===== config.mk =====
export PLATFORM = sky130hd
export DESIGN_NAME = lbdr_dr
export DESIGN_NICKNAME = d
export VERILOG_FILES = /design/src/rtl/lbdr_pkg.sv /design/src/rtl/lbdr_route_calc.sv /design/src/rtl/lbdr_dr.sv
export SDC_FILE = /design/constraint.sdc
export NUM_CORES = 1
export LEC_CHECK = 0
export CORE_MARGIN = 2
export CORE_UTILIZATION = 35
export CTS_BUF_LIST = sky130_fd_sc_hd__clkbuf_4
export DETAILED_ROUTE_END_ITERATION = 10
export PLACE_DENSITY_LB_ADDON = 0.1
export SETUP_SLACK_MARGIN = 0.5
export SYNTH_ARGS = -nofsm -noshare
export SYNTH_HDL_FRONTEND = slang
export SYNTH_HIERARCHICAL = 1
export SYNTH_SLANG_ARGS = --single-unit

===== constraint.sdc =====
create_clock -name clk -period 2.42 [get_ports clk]
set_input_delay 0.242 -clock clk [delete_from_list [all_inputs] [get_ports clk]]
set_output_delay 0.242 -clock clk [all_outputs]
set_load 0.01 [all_outputs]

===== src/rtl/lbdr_pkg.sv =====
// Shared definitions for the LBDR routing unit with deroute fallback.
// Holds the flit type codes, the port index constants, the deroute port
// code type, the hold FSM state type and the flit-code decode helpers.
package lbdr_pkg;

    // Flit type codes. Bit 0 marks a header and bit 2 marks a tail, so a
    // single-flit packet carries both bits.
    localparam logic [2:0] HEADER   = 3'b001;
    localparam logic [2:0] BODY     = 3'b010;
    localparam logic [2:0] TAIL     = 3'b100;
    localparam logic [2:0] HEADTAIL = 3'b101;

    // Bit positions in the one-hot route vector {L,S,W,E,N}.
    localparam int P_N = 0;
    localparam int P_E = 1;
    localparam int P_W = 2;
    localparam int P_S = 3;
    localparam int P_L = 4;
    localparam int NUM_PORTS = 5;

    // Deroute port code: 0=N 1=E 2=W 3=S. These match the P_* indices and
    // the Cx bit order, so the code directly indexes both.
    typedef logic [1:0] port_code_t;

    typedef enum logic {
        IDLE = 1'b0,
        BUSY = 1'b1
    } state_t;

    function automatic logic is_head(input logic [2:0] id);
        return (id == HEADER) || (id == HEADTAIL);
    endfunction

    function automatic logic is_tail(input logic [2:0] id);
        return (id == TAIL) || (id == HEADTAIL);
    endfunction

endpackage


===== src/rtl/lbdr_route_calc.sv =====
// Combinational LBDR route computation with deroute fallback.
// Ports:
//   cur, dst    : own / destination address, Y in upper half, X in lower
//   rxy         : routing bits [0]Rne [1]Rnw [2]Ren [3]Res
//                              [4]Rwn [5]Rws [6]Rse [7]Rsw
//   cx          : connectivity [0]Cn [1]Ce [2]Cw [3]Cs
//   dr          : deroute port code
//   port        : one-hot {L,S,W,E,N}; may carry two minimal ports
//   derouted    : no minimal port was usable, the deroute port was taken
//   unroutable  : no minimal port and the deroute port is disconnected
module lbdr_route_calc
    import lbdr_pkg::*;
#(
    parameter int COORD_W = 2
) (
    input  logic [2*COORD_W-1:0]  cur,
    input  logic [2*COORD_W-1:0]  dst,
    input  logic [7:0]            rxy,
    input  logic [3:0]            cx,
    input  port_code_t            dr,
    output logic [NUM_PORTS-1:0]  port,
    output logic                  derouted,
    output logic                  unroutable
);

    logic [COORD_W-1:0] x_cur, y_cur, x_dst, y_dst;
    logic n1, s1, e1, w1;
    logic r_ne, r_nw, r_en, r_es, r_wn, r_ws, r_se, r_sw;
    logic p_n, p_e, p_w, p_s, p_l;
    logic [3:0] min_vec;
    logic [3:0] dr_vec;

    assign x_cur = cur[COORD_W-1:0];
    assign y_cur = cur[2*COORD_W-1:COORD_W];
    assign x_dst = dst[COORD_W-1:0];
    assign y_dst = dst[2*COORD_W-1:COORD_W];

    assign n1 = y_dst < y_cur;
    assign s1 = y_cur < y_dst;
    assign e1 = x_cur < x_dst;
    assign w1 = x_dst < x_cur;

    assign {r_sw, r_se, r_ws, r_wn, r_es, r_en, r_nw, r_ne} = rxy;

    assign p_n = ((n1 & ~e1 & ~w1) | (n1 & e1 & r_ne) | (n1 & w1 & r_nw)) & cx[P_N];
    assign p_e = ((e1 & ~n1 & ~s1) | (e1 & n1 & r_en) | (e1 & s1 & r_es)) & cx[P_E];
    assign p_w = ((w1 & ~n1 & ~s1) | (w1 & n1 & r_wn) | (w1 & s1 & r_ws)) & cx[P_W];
    assign p_s = ((s1 & ~e1 & ~w1) | (s1 & e1 & r_se) | (s1 & w1 & r_sw)) & cx[P_S];
    assign p_l = ~n1 & ~e1 & ~w1 & ~s1;

    assign min_vec = {p_s, p_w, p_e, p_n};
    assign dr_vec  = 4'b0001 << dr;

    always_comb begin
        port       = '0;
        derouted   = 1'b0;
        unroutable = 1'b0;
        if (p_l) begin
            port[P_L] = 1'b1;
        end else if (|min_vec) begin
            port[3:0] = min_vec;
        end else if (cx[dr]) begin
            port[3:0] = dr_vec;
            derouted  = 1'b1;
        end else begin
            unroutable = 1'b1;
        end
    end

endmodule


===== src/rtl/lbdr_dr.sv =====
// LBDR routing unit with deroute fallback and per-packet hold FSM.
// Sits between an input buffer and the switch allocator: computes the
// output port of each packet from its header and holds it until the tail
// flit is popped.
// Ports:
//   clk, rst                  : clock, asynchronous active-low reset
//   cfg_we, cfg_rxy, cfg_cx,
//   cfg_addr, cfg_dr          : run-time configuration write
//   flit_valid, flit_id,
//   dst_addr, flit_pop        : buffer head flit and allocator consume
//   route_valid, route_port,
//   route_derouted, route_err : registered routing result and error pulse
module lbdr_dr
    import lbdr_pkg::*;
#(
    parameter int          COORD_W   = 2,
    parameter logic [7:0]  RXY_INIT  = 8'h3C,
    parameter logic [3:0]  CX_INIT   = 4'hF,
    parameter int          ADDR_INIT = 5,
    parameter logic [1:0]  DR_INIT   = 2'd0
) (
    input  logic                  clk,
    input  logic                  rst,
    input  logic                  cfg_we,
    input  logic [7:0]            cfg_rxy,
    input  logic [3:0]            cfg_cx,
    input  logic [2*COORD_W-1:0]  cfg_addr,
    input  logic [1:0]            cfg_dr,
    input  logic                  flit_valid,
    input  logic [2:0]            flit_id,
    input  logic [2*COORD_W-1:0]  dst_addr,
    input  logic                  flit_pop,
    output logic                  route_valid,
    output logic [NUM_PORTS-1:0]  route_port,
    output logic                  route_derouted,
    output logic                  route_err
);

    localparam int ADDR_W = 2 * COORD_W;

    logic [7:0]        rxy_q;
    logic [3:0]        cx_q;
    logic [ADDR_W-1:0] addr_q;
    port_code_t        dr_q;

    state_t state_q, state_n;
    logic [NUM_PORTS-1:0] port_n;
    logic der_n, valid_n, err_n;
    // Set while the header that produced the held route is still at the
    // buffer head; distinguishes it from a new header arriving mid-packet.
    logic head_taken_q, head_taken_n;

    logic [NUM_PORTS-1:0] calc_port;
    logic calc_der, calc_unr;

    lbdr_route_calc #(.COORD_W(COORD_W)) u_calc (
        .cur        (addr_q),
        .dst        (dst_addr),
        .rxy        (rxy_q),
        .cx         (cx_q),
        .dr         (dr_q),
        .port       (calc_port),
        .derouted   (calc_der),
        .unroutable (calc_unr)
    );

    always_ff @(posedge clk or negedge rst) begin
        if (!rst) begin
            rxy_q  <= RXY_INIT;
            cx_q   <= CX_INIT;
            addr_q <= ADDR_W'(ADDR_INIT);
            dr_q   <= DR_INIT;
        end else if (cfg_we) begin
            rxy_q  <= cfg_rxy;
            cx_q   <= cfg_cx;
            addr_q <= cfg_addr;
            dr_q   <= cfg_dr;
        end
    end

    always_ff @(posedge clk or negedge rst) begin
        if (!rst) begin
            state_q        <= IDLE;
            head_taken_q   <= 1'b0;
            route_valid    <= 1'b0;
            route_port     <= '0;
            route_derouted <= 1'b0;
            route_err      <= 1'b0;
        end else begin
            state_q        <= state_n;
            head_taken_q   <= head_taken_n;
            route_valid    <= valid_n;
            route_port     <= port_n;
            route_derouted <= der_n;
            route_err      <= err_n;
        end
    end

    always_comb begin
        state_n      = state_q;
        head_taken_n = head_taken_q;
        valid_n      = route_valid;
        port_n       = route_port;
        der_n        = route_derouted;
        err_n        = 1'b0;
        if (flit_valid) begin
            unique case (state_q)
                IDLE: begin
                    if (is_head(flit_id)) begin
                        state_n      = BUSY;
                        head_taken_n = 1'b1;
                        valid_n      = 1'b1;
                        port_n       = calc_port;
                        der_n        = calc_der;
                        err_n        = calc_unr;
                    end else begin
                        err_n = 1'b1;
                    end
                end
                BUSY: begin
                    if (is_head(flit_id) && !head_taken_q) begin
                        // Previous packet lost its tail: flag it and
                        // re-route from the new header.
                        head_taken_n = 1'b1;
                        port_n       = calc_port;
                        der_n        = calc_der;
                        err_n        = 1'b1;
                    end else if (flit_pop) begin
                        head_taken_n = 1'b0;
                        if (is_tail(flit_id)) begin
                            state_n = IDLE;
                            valid_n = 1'b0;
                            port_n  = '0;
                            der_n   = 1'b0;
                        end
                    end
                end
                default: state_n = IDLE;
            endcase
        end
    end

endmodule


==> impl_metrics.py <==
metrics = {
    "pwr": {
        "pwr-share-clk": 0.138,
        "power.switching_mw": 0.441,
        "p_seq_frac": 0.460,
        "power.leakage_nw": 0.932,
        "netSwitchingFraction": 0.312,
        "comb_power_share": 0.403,
        "ir_drop_v": 0.000233,
        "p_int_mw": 0.973,
        "pwr_density_cell_nw_per_um2": 628,
    },
    "routing": {
        "first_iter_violations": 20,
        "vias": 1205,
        "firstDrtPassIters": 4,
        "drt.antenna.violating_nets": 0,
        "vias_per_cell": 5.26,
        "remaining_drc_errors": 0,
        "wire_per_inst_microns": 15.6,
        "wirelength_microns": 3570,
    },
    "sta": {
        "fmax_mhz": 488,
        "worst_slew_pin_slew_ps": 362,
        "rsz0062_at_grt": "yes",
        "report.final.hold_viol_count": 0,
        "drv_slew": 0,
        "maxSlewHeadroom": 0.759,
        "period_share": 0.846,
        "fin_crit_ps": 2050,
        "finalSetupViolCount": 0,
        "finalClockSkew_ps": 9.86,
        "worst_slack_ps": 372,
    },
    "clock_tree": {
        "clk_path_buf_depth": 2,
        "htree_levels": 1,
        "cts.root.buffer_cell": "clkbuf_4",
        "cts_tree": "built",
        "cts_buffers": 3,
        "numClockSinks": 28,
        "worstSkewPairLatency_ps": 320,
        "cts.clk_slew.worst_paths_ps": 150,
    },
    "die": {
        "rows": 24,
        "die-area_sq_um": 4990,
        "die_y_microns": 70.7,
        "start_util": 0.360,
        "die_w_microns": 70.7,
        "core_area_sq_um": 4320,
        "io_pins": 38,
    },
    "layout": {
        "ff_latch_area_sq_um": 713,
        "fill_cells": 411,
        "drive_gt1_frac": 0.480,
        "syn_to_final_growth_pct": 44.7,
        "layoutNonFillerInstCount": 229,
        "diodes": 0,
        "final_nets": 212,
        "multi_input_area_sq_um": 945,
    },
    "synth": {
        "synth_ff_type": "dfrtp_1",
        "yosys.area_share.simple": 0.167,
        "synthAdderAreaFrac": 0.0322,
        "ys_types": 45,
        "synth_xor_area_frac": 0,
        "synthMuxAreaShare": 0.145,
        "synth_top_family_by_area": "compound AO/OA/AOI/OAI gates",
        "synthesis.nets": 160,
        "synth_top_area_frac": 0.290,
        "ys_async_sr_fraction": 1.00,
        "syn_area_per_cell_sq_um": 12.3,
        "yosysSeqAreaShare": 0.459,
        "yosys.area.top_type": "dfrtp_1",
        "synth_edf_count": 0,
        "syn_inst": 126,
        "synth-seq-cells": 28,
        "synth_compound_area_frac": 0.171,
        "syn-cell-area_sq_um": 1560,
        "synthTopCellsByArea": "dfrtp_1, dfstp_2, mux2_2",
        "synth_commonest_cells": "dfrtp_1, mux2_2, dfstp_2",
        "yosysWarnings": 6,
    },
    "placement": {
        "dp_cells": 215,
        "numPortBuffers": 37,
        "hpwl_microns": 2760,
        "gp_congestion": 0.759,
        "pre_cts_ws_ps": 19.2,
    },
    "grt": {
        "grt_max_degree": 29,
        "antenna_found_initial": 0,
        "grt_pass1_wl_microns": 5990,
        "grt_pass1_vias": 1219,
        "grt_usage": 0.152,
        "grt_overflow": 0,
    },
    "worst_setup_path": {
        "cp_top_family": "buffers and inverters",
        "cp.required_ps": 2650,
        "arrival_ps": 2270,
        "cpMaxStageDelayCell": "clkdlybuf4s50_1",
        "cp_max_fo": 4,
        "crit_buf_inv": 3,
        "start_kind": "input port",
        "cp_slowest_stage_delay_ps": 460,
        "path_cells": "clkdlybuf4s50_1 -> inv_1 -> ha_4 -> nor2b_4 -> or2_4 -> a211o_4 -> buf_6 -> nand3b_1 -> o31ai_2 -> a32o_2",
        "cp-end-kind": "flip-flop",
        "crit_type": "input port to flip-flop",
    },
    "run_status": {
        "outcome": "completed",
    },
    "hold_path": {
        "min_path_type": "input port to async pin",
    },
    "job": {
        "maxCapViolations": 0,
    },
}
-- registers in the layout, indices dropped and copies added (netlist names) --
| name | count |
|---|---|
| route_valid | 1 |
| state_q | 1 |
| route_port | 5 |
| rxy_q | 8 |
| dr_q | 2 |
| route_derouted | 1 |
| head_taken_q | 1 |
| cx_q | 4 |
| addr_q | 4 |
| route_err | 1 |
-- power groups by stage --
stage	logic, mW	clock network [mW]	registers (mW)
2_1_floorplan	0.254	0	0.659
3_3_place_gp	0.461	0	0.656
3_5_place_dp	0.468	0	0.660
4_1_cts	0.518	0.211	0.651
5_1_grt	0.621	0.224	0.667
6_report	0.569	0.195	0.650
-- placed cells by master, fill, tap and decap left out, drive strengths merged, types with 2 or more instances in the layout --
master         Yosys  layout
nand3b             2       2
nand2              6       6
mux2              18      18
dfstp             10      10
inv                6       6
nand2b             2       2
o31ai              2       2
nand4b             2       2
and2b              2       2
nand4              2       2
clkbuf             0       3
o2111ai            2       2
nor2               6       6
nand3              3       3
a21oi              5       5
nor3               2       2
o22ai              2       2
o21ai              2       2
clkdlybuf4s50      0      37
dfrtp             18      18
a32o               6       6
nor2b              3       3
ha                 4       4
nor3b              3       3
buf                3      13
a21o               2       2
-- layout make-up --
class                   instances  area share
well taps                      52      0.0289
repair buffers                 50       0.213
clock inverters                 1     0.00167
inverters                       6      0.0100
multi-input cells              89       0.420
flip-flops and latches         28       0.317
clock buffers                   3      0.0100
-- repair_timing --
| item | 4_1_cts | 5_1_grt |
|---|---|---|
| buffers inserted | 5 | 5 |
| pin swaps | 10 | 13 |
| resized for setup | 14 | 14 |
| setup endpoints to repair | 6 | 6 |
| hold buffers | 0 | 0 |
-- worst register-to-register path, stage by stage (launching register included) --
cell	delay, ps
dfrtp_1	450
ha_4	230
nor2b_4	130
or2_4	250
a211o_4	360
buf_6	130
nand3b_1	100
o31ai_2	60
a32o_2	230
-- logic make-up after synthesis --
| logic type | Yosys count |
|---|---|
| AOI/OAI and AO/OA | 28 |
| adders and majority gates | 4 |
| buffers and inverters | 9 |
| DFF | 28 |
| muxes | 19 |
| and+or+nand+nor | 38 |
-- layer usage --
layer | vias to the layer above | part of all wire | global-route usage
met5 | - | 0 | 0
met4 | 0 | 0.0059 | 0.0377
met3 | 2 | 0.036 | 0.0199
met2 | 25 | 0.54 | 0.280
met1 | 598 | 0.42 | 0.188
li1 | 580 | - | -
-- path summary, 6_finish.rpt --
check / start / to / slack (ps) / cells after the start
max: dst_addr[3] / route_port[0]$_DFFE_PN0P_ / 370 / 10
min: rst / state_q$_DFFE_PN0P_ / 270 / 2
max reg2reg: addr_q[3]$_DFFE_PN0P_ / route_port[0]$_DFFE_PN0P_ / 370 / 8
min reg2reg: route_valid$_DFFE_PN0P_ / route_valid$_DFFE_PN0P_ / 540 / 2
max in group asynchronous: rst / rxy_q[3]$_DFFE_PN1P_ / 1830 / 2
min in group clk: cfg_rxy[2] / rxy_q[2]$_DFFE_PN1P_ / 510 / 2
-- stage by stage --
step	util	power [mW]	cell area, sq um	hold WS [ps]	setup TNS, ps
floorplan	-	0.913	1570	-53.6	0
finish	0.521	1.41	2250	270	0
global placement	0.464	1.12	2010	498	-18.3
CTS	0.495	1.38	2140	271	0
global route	0.521	1.51	2250	295	0
detailed placement	0.464	1.13	2010	501	0
Note: power is estimated with default switching activity, not from simulation.
